## src/rtl/sdu_loader_if.sv

```systemverilog
// -----------------------------------------------------------------------------
// sdu_loader_if
// Byte-stream link between a serial front end (UART or similar) and the
// sdu_loader debug command engine.
//   rx_data  [7:0]  command/operand byte, valid only while rx_valid=1
//   rx_valid        one-cycle strobe per received byte (no back-pressure)
//   tx_data  [7:0]  reply byte
//   tx_valid        reply byte pending; holds until accepted
//   tx_ready        sink accepts; transfer when tx_valid & tx_ready
// master = host/serial side, slave = loader side.
// -----------------------------------------------------------------------------
interface sdu_loader_if;
   logic [7:0] rx_data;
   logic       rx_valid;
   logic [7:0] tx_data;
   logic       tx_valid;
   logic       tx_ready;

   modport master (output rx_data, output rx_valid, output tx_ready,
                   input  tx_data, input  tx_valid);
   modport slave  (input  rx_data, input  rx_valid, input  tx_ready,
                   output tx_data, output tx_valid);
endinterface

```

## src/rtl/sdu_loader.sv

```systemverilog
// -----------------------------------------------------------------------------
// sdu_loader
// Byte-command debug loader. It decodes commands arriving on the byte link,
// writes instruction/data memory words, reads back CPU state, and controls
// halt / single-step / run of the CPU clock enable.
// Ports:
//   clk, rstn                 clock, asynchronous active-low reset
//   link (slave)              rx byte strobe in, tx byte with valid/ready out
//   debug                     1 while CPU halted and debug port owns memories
//   cpu_clk_en                CPU clock enable
//   addr[31:0], din[31:0]     debug word address {16'b0,A} and write data
//   we_im, we_dm              instruction / data memory write strobes
//   dout_im, dout_dm,
//   dout_rf, pc [31:0]        readback sources selected by the 'R' command
// Commands (big-endian operands):
//   'I' A_hi A_lo D3..D0 / 'D' ...  write word, reply 06
//   'R' sel A_hi A_lo                reply 4 data bytes, or 15 if sel>3
//   'S' single step, 'G' run, 'H' halt, reply 06; unknown -> 15
// -----------------------------------------------------------------------------
module sdu_loader #(
   parameter int unsigned TIMEOUT_CYCLES = 1000000
) (
   input  logic          clk,
   input  logic          rstn,
   sdu_loader_if.slave   link,
   output logic          debug,
   output logic          cpu_clk_en,
   output logic [31:0]   addr,
   output logic [31:0]   din,
   output logic          we_im,
   output logic          we_dm,
   input  logic [31:0]   dout_im,
   input  logic [31:0]   dout_dm,
   input  logic [31:0]   dout_rf,
   input  logic [31:0]   pc
);

   localparam int unsigned TMO_W = (TIMEOUT_CYCLES > 1) ? $clog2(TIMEOUT_CYCLES) : 1;
   localparam logic [TMO_W-1:0] TMO_LAST = TMO_W'(TIMEOUT_CYCLES - 1);

   localparam logic [7:0] OP_I = 8'h49;
   localparam logic [7:0] OP_D = 8'h44;
   localparam logic [7:0] OP_R = 8'h52;
   localparam logic [7:0] OP_S = 8'h53;
   localparam logic [7:0] OP_G = 8'h47;
   localparam logic [7:0] OP_H = 8'h48;
   localparam logic [7:0] ACK  = 8'h06;
   localparam logic [7:0] NAK  = 8'h15;

   typedef enum logic [3:0] {
      IDLE, GET_SEL, GET_AH, GET_AL, GET_DATA, WRITE, READ, LATCH, TX, REPLY
   } state_t;

   state_t           state_reg, state_next;
   logic [7:0]       op_reg, op_next;
   logic [7:0]       sel_reg, sel_next;
   logic [15:0]      a_reg, a_next;          // address assembly shifter
   logic [23:0]      data_reg, data_next;    // D3..D1 assembly shifter
   logic [15:0]      addr_reg, addr_next;
   logic [31:0]      din_reg, din_next;
   logic [31:0]      rdata_reg, rdata_next;
   logic [1:0]       byte_cnt_reg, byte_cnt_next;
   logic [TMO_W-1:0] tmo_reg, tmo_next;
   logic             run_reg, run_next;
   logic             step_reg, step_next;
   logic [7:0]       tx_data_reg, tx_data_next;
   logic             tx_valid_reg, tx_valid_next;

   logic [31:0]      rd_src;
   logic [1:0]       tx_idx;
   logic             in_get;

   always_comb begin
      rd_src = dout_im;
      case (sel_reg[1:0])
         2'd0:    rd_src = dout_im;
         2'd1:    rd_src = dout_dm;
         2'd2:    rd_src = dout_rf;
         default: rd_src = pc;
      endcase
   end

   assign in_get = (state_reg == GET_SEL) || (state_reg == GET_AH) ||
                   (state_reg == GET_AL)  || (state_reg == GET_DATA);

   // ---------------------------------------------------------------- state reg
   always_ff @(posedge clk or negedge rstn) begin
      if (!rstn) begin
         state_reg    <= IDLE;
         op_reg       <= '0;
         sel_reg      <= '0;
         a_reg        <= '0;
         data_reg     <= '0;
         addr_reg     <= '0;
         din_reg      <= '0;
         rdata_reg    <= '0;
         byte_cnt_reg <= '0;
         tmo_reg      <= '0;
         run_reg      <= 1'b0;
         step_reg     <= 1'b0;
         tx_data_reg  <= '0;
         tx_valid_reg <= 1'b0;
      end else begin
         state_reg    <= state_next;
         op_reg       <= op_next;
         sel_reg      <= sel_next;
         a_reg        <= a_next;
         data_reg     <= data_next;
         addr_reg     <= addr_next;
         din_reg      <= din_next;
         rdata_reg    <= rdata_next;
         byte_cnt_reg <= byte_cnt_next;
         tmo_reg      <= tmo_next;
         run_reg      <= run_next;
         step_reg     <= step_next;
         tx_data_reg  <= tx_data_next;
         tx_valid_reg <= tx_valid_next;
      end
   end

   // --------------------------------------------------------- next state logic
   always_comb begin
      state_next    = state_reg;
      op_next       = op_reg;
      sel_next      = sel_reg;
      a_next        = a_reg;
      data_next     = data_reg;
      addr_next     = addr_reg;
      din_next      = din_reg;
      rdata_next    = rdata_reg;
      byte_cnt_next = byte_cnt_reg;
      run_next      = run_reg;
      step_next     = 1'b0;                 // step enable lasts one cycle
      tx_data_next  = tx_data_reg;
      tx_valid_next = tx_valid_reg;
      tx_idx        = byte_cnt_reg + 2'd1;
      // inter-byte timer only runs while a command is being collected
      tmo_next      = in_get ? (tmo_reg + TMO_W'(1)) : '0;

      case (state_reg)
         IDLE: begin
            if (link.rx_valid) begin
               state_next    = REPLY;
               tx_valid_next = 1'b1;
               tx_data_next  = NAK;
               if (run_reg) begin
                  // only 'H' is honoured while the CPU runs
                  if (link.rx_data == OP_H) begin
                     run_next     = 1'b0;
                     tx_data_next = ACK;
                  end
               end else begin
                  case (link.rx_data)
                     OP_I, OP_D: begin
                        op_next       = link.rx_data;
                        state_next    = GET_AH;
                        tx_valid_next = 1'b0;
                     end
                     OP_R: begin
                        op_next       = link.rx_data;
                        state_next    = GET_SEL;
                        tx_valid_next = 1'b0;
                     end
                     OP_S: begin
                        step_next    = 1'b1;
                        tx_data_next = ACK;
                     end
                     OP_G: begin
                        run_next     = 1'b1;
                        tx_data_next = ACK;
                     end
                     OP_H:    tx_data_next = ACK;
                     default: tx_data_next = NAK;
                  endcase
               end
            end
         end

         GET_SEL, GET_AH, GET_AL, GET_DATA: begin
            if (link.rx_valid) begin
               tmo_next = '0;
               case (state_reg)
                  GET_SEL: begin
                     sel_next   = link.rx_data;
                     state_next = GET_AH;
                  end
                  GET_AH: begin
                     a_next     = {a_reg[7:0], link.rx_data};
                     state_next = GET_AL;
                  end
                  GET_AL: begin
                     a_next = {a_reg[7:0], link.rx_data};
                     if (op_reg == OP_R) begin
                        if (sel_reg > 8'd3) begin
                           state_next    = REPLY;
                           tx_valid_next = 1'b1;
                           tx_data_next  = NAK;
                        end else begin
                           addr_next  = {a_reg[7:0], link.rx_data};
                           state_next = READ;
                        end
                     end else begin
                        byte_cnt_next = 2'd0;
                        state_next    = GET_DATA;
                     end
                  end
                  default: begin  // GET_DATA
                     data_next = {data_reg[15:0], link.rx_data};
                     if (byte_cnt_reg == 2'd3) begin
                        addr_next  = a_reg;
                        din_next   = {data_reg, link.rx_data};
                        state_next = WRITE;
                     end else begin
                        byte_cnt_next = byte_cnt_reg + 2'd1;
                     end
                  end
               endcase
            end else if (tmo_reg == TMO_LAST) begin
               // silent abort: no write, no reply
               state_next = IDLE;
               tmo_next   = '0;
            end
         end

         WRITE: begin
            state_next    = REPLY;
            tx_valid_next = 1'b1;
            tx_data_next  = ACK;
         end

         // addr presented for one cycle so a registered-read memory can respond
         READ: state_next = LATCH;

         LATCH: begin
            rdata_next    = rd_src;
            tx_data_next  = rd_src[31:24];
            tx_valid_next = 1'b1;
            byte_cnt_next = 2'd0;
            state_next    = TX;
         end

         TX: begin
            if (tx_valid_reg && link.tx_ready) begin
               if (byte_cnt_reg == 2'd3) begin
                  tx_valid_next = 1'b0;
                  state_next    = IDLE;
               end else begin
                  byte_cnt_next = tx_idx;
                  case (tx_idx)
                     2'd1:    tx_data_next = rdata_reg[23:16];
                     2'd2:    tx_data_next = rdata_reg[15:8];
                     default: tx_data_next = rdata_reg[7:0];
                  endcase
               end
            end
         end

         REPLY: begin
            if (tx_valid_reg && link.tx_ready) begin
               tx_valid_next = 1'b0;
               state_next    = IDLE;
            end
         end

         default: state_next = IDLE;
      endcase
   end

   // ------------------------------------------------------------------ outputs
   assign cpu_clk_en    = run_reg | step_reg;
   assign debug         = ~(run_reg | step_reg);
   // strobes are additionally gated by debug so a write can never hit a running CPU
   assign we_im         = (state_reg == WRITE) && (op_reg == OP_I) && debug;
   assign we_dm         = (state_reg == WRITE) && (op_reg == OP_D) && debug;
   assign addr          = {16'h0000, addr_reg};
   assign din           = din_reg;
   assign link.tx_data  = tx_data_reg;
   assign link.tx_valid = tx_valid_reg;

endmodule

```

## src/flat_wrapper.sv

```systemverilog
// flat-port wrapper written by rule: the top's interface ports become plain ports
module sdu_loader_flat 
#(
   parameter int unsigned TIMEOUT_CYCLES = 1000000
)
  (clk, rstn, debug, cpu_clk_en, addr, din, we_im, we_dm, dout_im, dout_dm, dout_rf, pc, link_rx_data, link_rx_valid, link_tx_ready, link_tx_data, link_tx_valid);
  sdu_loader_if link_i ();
  input  logic clk;
  input  logic rstn;
  output logic debug;
  output logic cpu_clk_en;
  output logic [31:0] addr;
  output logic [31:0] din;
  output logic we_im;
  output logic we_dm;
  input  logic [31:0] dout_im;
  input  logic [31:0] dout_dm;
  input  logic [31:0] dout_rf;
  input  logic [31:0] pc;
  input wire logic [$bits(link_i.rx_data)-1:0] link_rx_data;
  input wire logic [$bits(link_i.rx_valid)-1:0] link_rx_valid;
  input wire logic [$bits(link_i.tx_ready)-1:0] link_tx_ready;
  output wire logic [$bits(link_i.tx_data)-1:0] link_tx_data;
  output wire logic [$bits(link_i.tx_valid)-1:0] link_tx_valid;
  assign link_i.rx_data = link_rx_data;
  assign link_i.rx_valid = link_rx_valid;
  assign link_i.tx_ready = link_tx_ready;
  assign link_tx_data = link_i.tx_data;
  assign link_tx_valid = link_i.tx_valid;
  sdu_loader #(.TIMEOUT_CYCLES(TIMEOUT_CYCLES)) u_core (.clk(clk), .rstn(rstn), .link(link_i), .debug(debug), .cpu_clk_en(cpu_clk_en), .addr(addr), .din(din), .we_im(we_im), .we_dm(we_dm), .dout_im(dout_im), .dout_dm(dout_dm), .dout_rf(dout_rf), .pc(pc));
endmodule
```

## config.mk

```make
export PLATFORM = sky130hd
export DESIGN_NAME = sdu_loader_flat
export DESIGN_NICKNAME = d
export VERILOG_FILES = /design/src/rtl/sdu_loader_if.sv /design/src/rtl/sdu_loader.sv /design/src/flat_wrapper.sv
export SDC_FILE = /design/constraint.sdc
export NUM_CORES = 1
export LEC_CHECK = 0
export CAP_MARGIN = 20
export CORE_MARGIN = 8
export CORE_UTILIZATION = 48
export CTS_BUF_LIST = sky130_fd_sc_hd__clkbuf_4 sky130_fd_sc_hd__clkbuf_8 sky130_fd_sc_hd__clkbuf_16
export DETAILED_ROUTE_END_ITERATION = 6
export GPL_TIMING_DRIVEN = 0
export PLACE_DENSITY = 0.78
export SLEW_MARGIN = 20
export SYNTH_ARGS = -nofsm -noshare
export SYNTH_HDL_FRONTEND = slang
export SYNTH_SLANG_ARGS = --single-unit
```

## constraint.sdc

```tcl
create_clock -name clk -period 2.8 [get_ports clk]
set_input_delay 0.7 -clock clk [delete_from_list [all_inputs] [get_ports clk]]
set_output_delay 0.7 -clock clk [all_outputs]
set_load 0.1 [all_outputs]
```

# Word level (Yosys, flattened, before mapping)
# Index checks and enable logic that the tools add are counted.
# totals
register_bits	165
latch_bits	0
ram_bits	0
rom_bits	0
input_bits	140
output_inout_bits	77
word_cells	152
n_memories	0
# classes
add_sub_neg	2
multipliers	0
div	0
order_cmp	1
n_eq_ne	39
n_shift	0
n_mux	58
bitwise	5
reduce_logical	33
# ops
op	n
32-bit one-hot mux with 3 select lines	1
20-bit two-way mux	4
8-bit by 7-bit equality test with 1-bit output (second input constant)	9
8-bit two-way mux	8
16-bit two-way mux	3
4-bit two-way mux	10
8-bit one-hot mux with 5 select lines	1
16-bit one-hot mux with 2 select lines	1
4-bit one-hot mux with 7 select lines	1
20-bit by 1-bit adder with 20-bit output (second input constant)	1
20-bit equality test (second input constant)	1
1-bit two-way mux	17
4-bit by 3-bit equality test with 1-bit output (second input constant)	4
8-bit one-hot mux with 2 select lines	1
2-bit by 1-bit != test with 1-bit output (second input constant)	6
2-bit != test (second input constant)	6
4-bit one-hot mux with 3 select lines	1
6-bit AND reduction	2
5-bit two-way mux	2
5-bit nonzero test	2
3-bit AND reduction	3
9-bit AND reduction	1
3-bit OR reduction	3
4-bit by 2-bit equality test with 1-bit output (second input constant)	2
other kinds (28)	48

# Depth between registers and ports, before layout
# logic_depth
ltp_word	8
ltp_mapped	9

# Worst setup path after synthesis
# Ideal clock, no wire load.
# synth_timing
kind	reg2out
startpoint	register u_core.run_reg
endpoint	output port we_dm
arrival_time_ns	4.419
slack_ns	-2.319
path_stages_with_launch	5
path_cell_list	dfrtp_1 or2_2 nor3_1 nand4_1 nor4b_1
# synth_via
elab_chain_cells	3
# synth_rtl
element	line	text
start, declared	sdu_loader.sv:64	logic run_reg, run_next;
start signal, assigned	sdu_loader.sv:114	run_reg <= run_next;
1-bit bitwise OR	n/a	
named net cpu_clk_en	flat_wrapper.sv:11	output logic cpu_clk_en;
1-bit inverter	sdu_loader.sv:271	assign debug = ~(run_reg | step_reg);
1-bit logical AND	sdu_loader.sv:274	assign we_dm = (state_reg == WRITE) && (op_reg == OP_D) && debug;
end, declared	flat_wrapper.sv:15	output logic we_dm;
# The timed path passes the listed nets, and every way through them passes these cells.

# Worst setup path after layout
# layout_timing
startpoint	register u_core.state_reg[3]
endpoint	output port we_dm
# layout_via
elab_chain_cells	3
# layout_rtl
element	line	text
start, declared	sdu_loader.sv:54	state_t state_reg, state_next;
start signal, assigned	sdu_loader.sv:104	state_reg <= state_next;
4-bit by 3-bit equality test with 1-bit output	sdu_loader.sv:274	
1-bit logical AND (2 in a row)	sdu_loader.sv:274	
# Every way passes these cells.

==> out/metrics.cfg <==
[drt]
drc = 0
drt_iter0_markers = 327
wl_met2_mm = 10.5
firstDrtPassIters = 5
vias_per_cell = 5.37
wl_mm = 21.1
met1_length_mm = 8.92
top_layer = met5
met3_wirelength_mm = 1.36
vias = 6036
detail-route-antenna-nets = 0
wl_per_cell_um = 18.8

[global_routing]
grt_first_pass_wirelength_mm = 34.6
antenna_found_initial = 1
grt_util_all_layers_pct = 20.0
grt_pass1_vias = 6501
gr-total-overflow = 0
grt_max_degree = 88

[floorplan]
start_util_pct = 48.9
core-area_mm2 = 0.0172
die_x_um = 148
fp-row-count = 48
die-area_mm2 = 0.0220
die-height_um = 148
ios = 217

[logic_synthesis]
yosysWarnings = 0
synth_area_mm2 = 0.00840
ys_ff_latch = 165
yosysTopAreaCell = dfrtp_1
synth_most_common_cell = dfrtp_1
syn_avg_cell_area_um2 = 12.9
yosysSeqAreaShare_pct = 49.2
synth-edff-count = 0
synthTopCellsByCount = 165 x dfrtp_1, 133 x mux2_2, 38 x nor2_1
synthFlopType = dfrtp_1
ys_top_cells_by_area = dfrtp_1 49%, mux2_2 18%, mux4_2 8.6%
netlist.area_leader.share_pct = 49.2
synthArstFlopShare_pct = 100
syn_inst = 649
synth.distinct_cells = 64

[outcome]
outcome = complete, no violations

[worst_setup_path]
required_ps = 2100
crit_cells = 7
crit_path_end_kind = output port
crit_type = reg2out
cp-start-kind = flip-flop
r2r-start = u_core.sel_reg[1]
cpPeakStageDelay_ps = 380
critPathMostFrequentCell = buf_6
rrSetupSlack_ps = 340
startpoint = u_core.state_reg[3]
cp_cell_sequence = buf_6 -> clkbuf_4 -> nor2b_4 -> nand4_1 -> buf_4 -> nor4b_4 -> buf_6
cp_max_fo = 10
arrival_ps = 2010
crit_path_end = we_dm
cp_top_family = buffers and inverters
r2r_end = u_core.rdata_reg[16]
reg2reg_depth = 5
cp_num_buf_inv = 4
crit_path_top_delay_cell = dfrtp_1

[clock_network]
cts_tree = built
hold_buffers = 0
clk_pin_slew_ps = 70
cts_buffer_depth = 2
clock-sinks = 165
clock_latency_ps = 430
htreeDepth = 4
cts_made_buffers = 17
root_buffer = clkbuf_16

[layout]
largest_reg_flops = 32
nets = 1026
drive_gt1_share_pct = 29.7
nFillCells = 1301
syn_to_final_growth_pct = 36.3
n_antenna_cell = 0
utilization_pct = 66.7

[timing]
fin_crit_sh_pct = 96.9
tightestPinTransition_ps = 1040
fmax_ghz = 0.368
skew_ps = 8.27
post-route-min-period_ps = 2710
final-hold-violation-count = 0
setup_viol = 0
slew_headroom_pct = 30.2
slew_violations = 0

[place]
port_buffers = 199
hpwl_mm = 15.8
place_congestion = 0.895

[pwr]
peakVddDrop_v = 0.000506
cellPowerDensity_mw_per_mm2 = 850
total_power_mw = 9.74
p_leak_nw = 5.06

[flow_run]
drv_cap = 0

[min_path]
hold_class = in2async

[per-stage QoR]
stage	setup slack, ps	hold WS (ps)	area, um2	TNS, ps	cells
floorplan	-104	404	8490	-104	664
finish	86.0	224	11400	0	1123
global placement	-5670	469	10800	-942820	1088
detailed placement	-620	464	10800	-8480	1089
CTS	23.0	241	11400	0	1122
global route	-3.84	251	11400	-3.84	1123
[report_power, final]
part / internal (mW) / total (mW) / switching, mW
Combinational: 1.76 / 4.22 / 2.46
Sequential: 2.83 / 3.11 / 0.288
Clock: 1.36 / 2.40 / 1.04
Total: 5.94 / 9.74 / 3.79
[layout make-up]
cell class / count / area [um2] / share of cell area (%)
Sequential cell: 165 / 4130 / 36.1
Multi-Input combinational cell: 430 / 4010 / 35.0
Inverter: 11 / 41.3 / 0.361
Buffer: 57 / 327 / 2.85
Tap cell: 225 / 282 / 2.46
Clock inverter: 15 / 179 / 1.56
Clock buffer: 17 / 425 / 3.72
Timing Repair Buffer: 203 / 2050 / 17.9
[worst min path at each step]
stage | to | slack (ps) | cells past startpoint
2_1_floorplan | u_core.a_reg[0] | 400 | 0
3_3_place_gp | u_core.tmo_reg[0] | 470 | 1
3_5_place_dp | u_core.op_reg[6] | 460 | 1
4_1_cts | u_core.din[22] | 240 | 1
5_1_grt | u_core.din[12] | 250 | 1
6_report | u_core.din[22] | 220 | 1
[metal layers]
layer / global-route usage (%) / up-vias
met5: 0 / -
met4: 5.97 / 2
met3: 6.50 / 27
met2: 32.2 / 171
met1: 25.3 / 3019
li1: - / 2817
[cells in the final DEF (no fill, tap or decap), types with 10 or more instances in the layout]
cell	synthesis	layout
clkdlybuf4s50_1	0	193
dfrtp_1	165	164
mux2_2	133	133
nor2_1	38	37
mux4_2	32	32
nand2_1	22	22
buf_4	18	21
clkbuf_1	22	20
clkbuf_16	0	17
conb_1	1	16
nand3_1	15	15
mux2_4	15	15
xor2_1	13	13
inv_1	11	11
a21oi_1	11	11
o21ai_0	11	10
[cells by family after synthesis]
| logic type | Yosys count | synth area share, % |
|---|---|---|
| flops | 165 | 49.2 |
| buf+inv | 69 | 4.30 |
| mux | 189 | 30.2 |
| compound gates | 60 | 4.89 |
| fa+ha+maj | 1 | 0.149 |
| simple gates | 146 | 9.43 |
| xor+xnor | 18 | 1.88 |
| other cells | 1 | 0.0446 |
[what timing repair did]
item,4_1_cts,5_1_grt
setup endpoints to repair,4,6
resized for setup,21,7
setup buffers,2,1
pin swaps,1,0
Note: power is estimated with default switching activity, not from simulation.
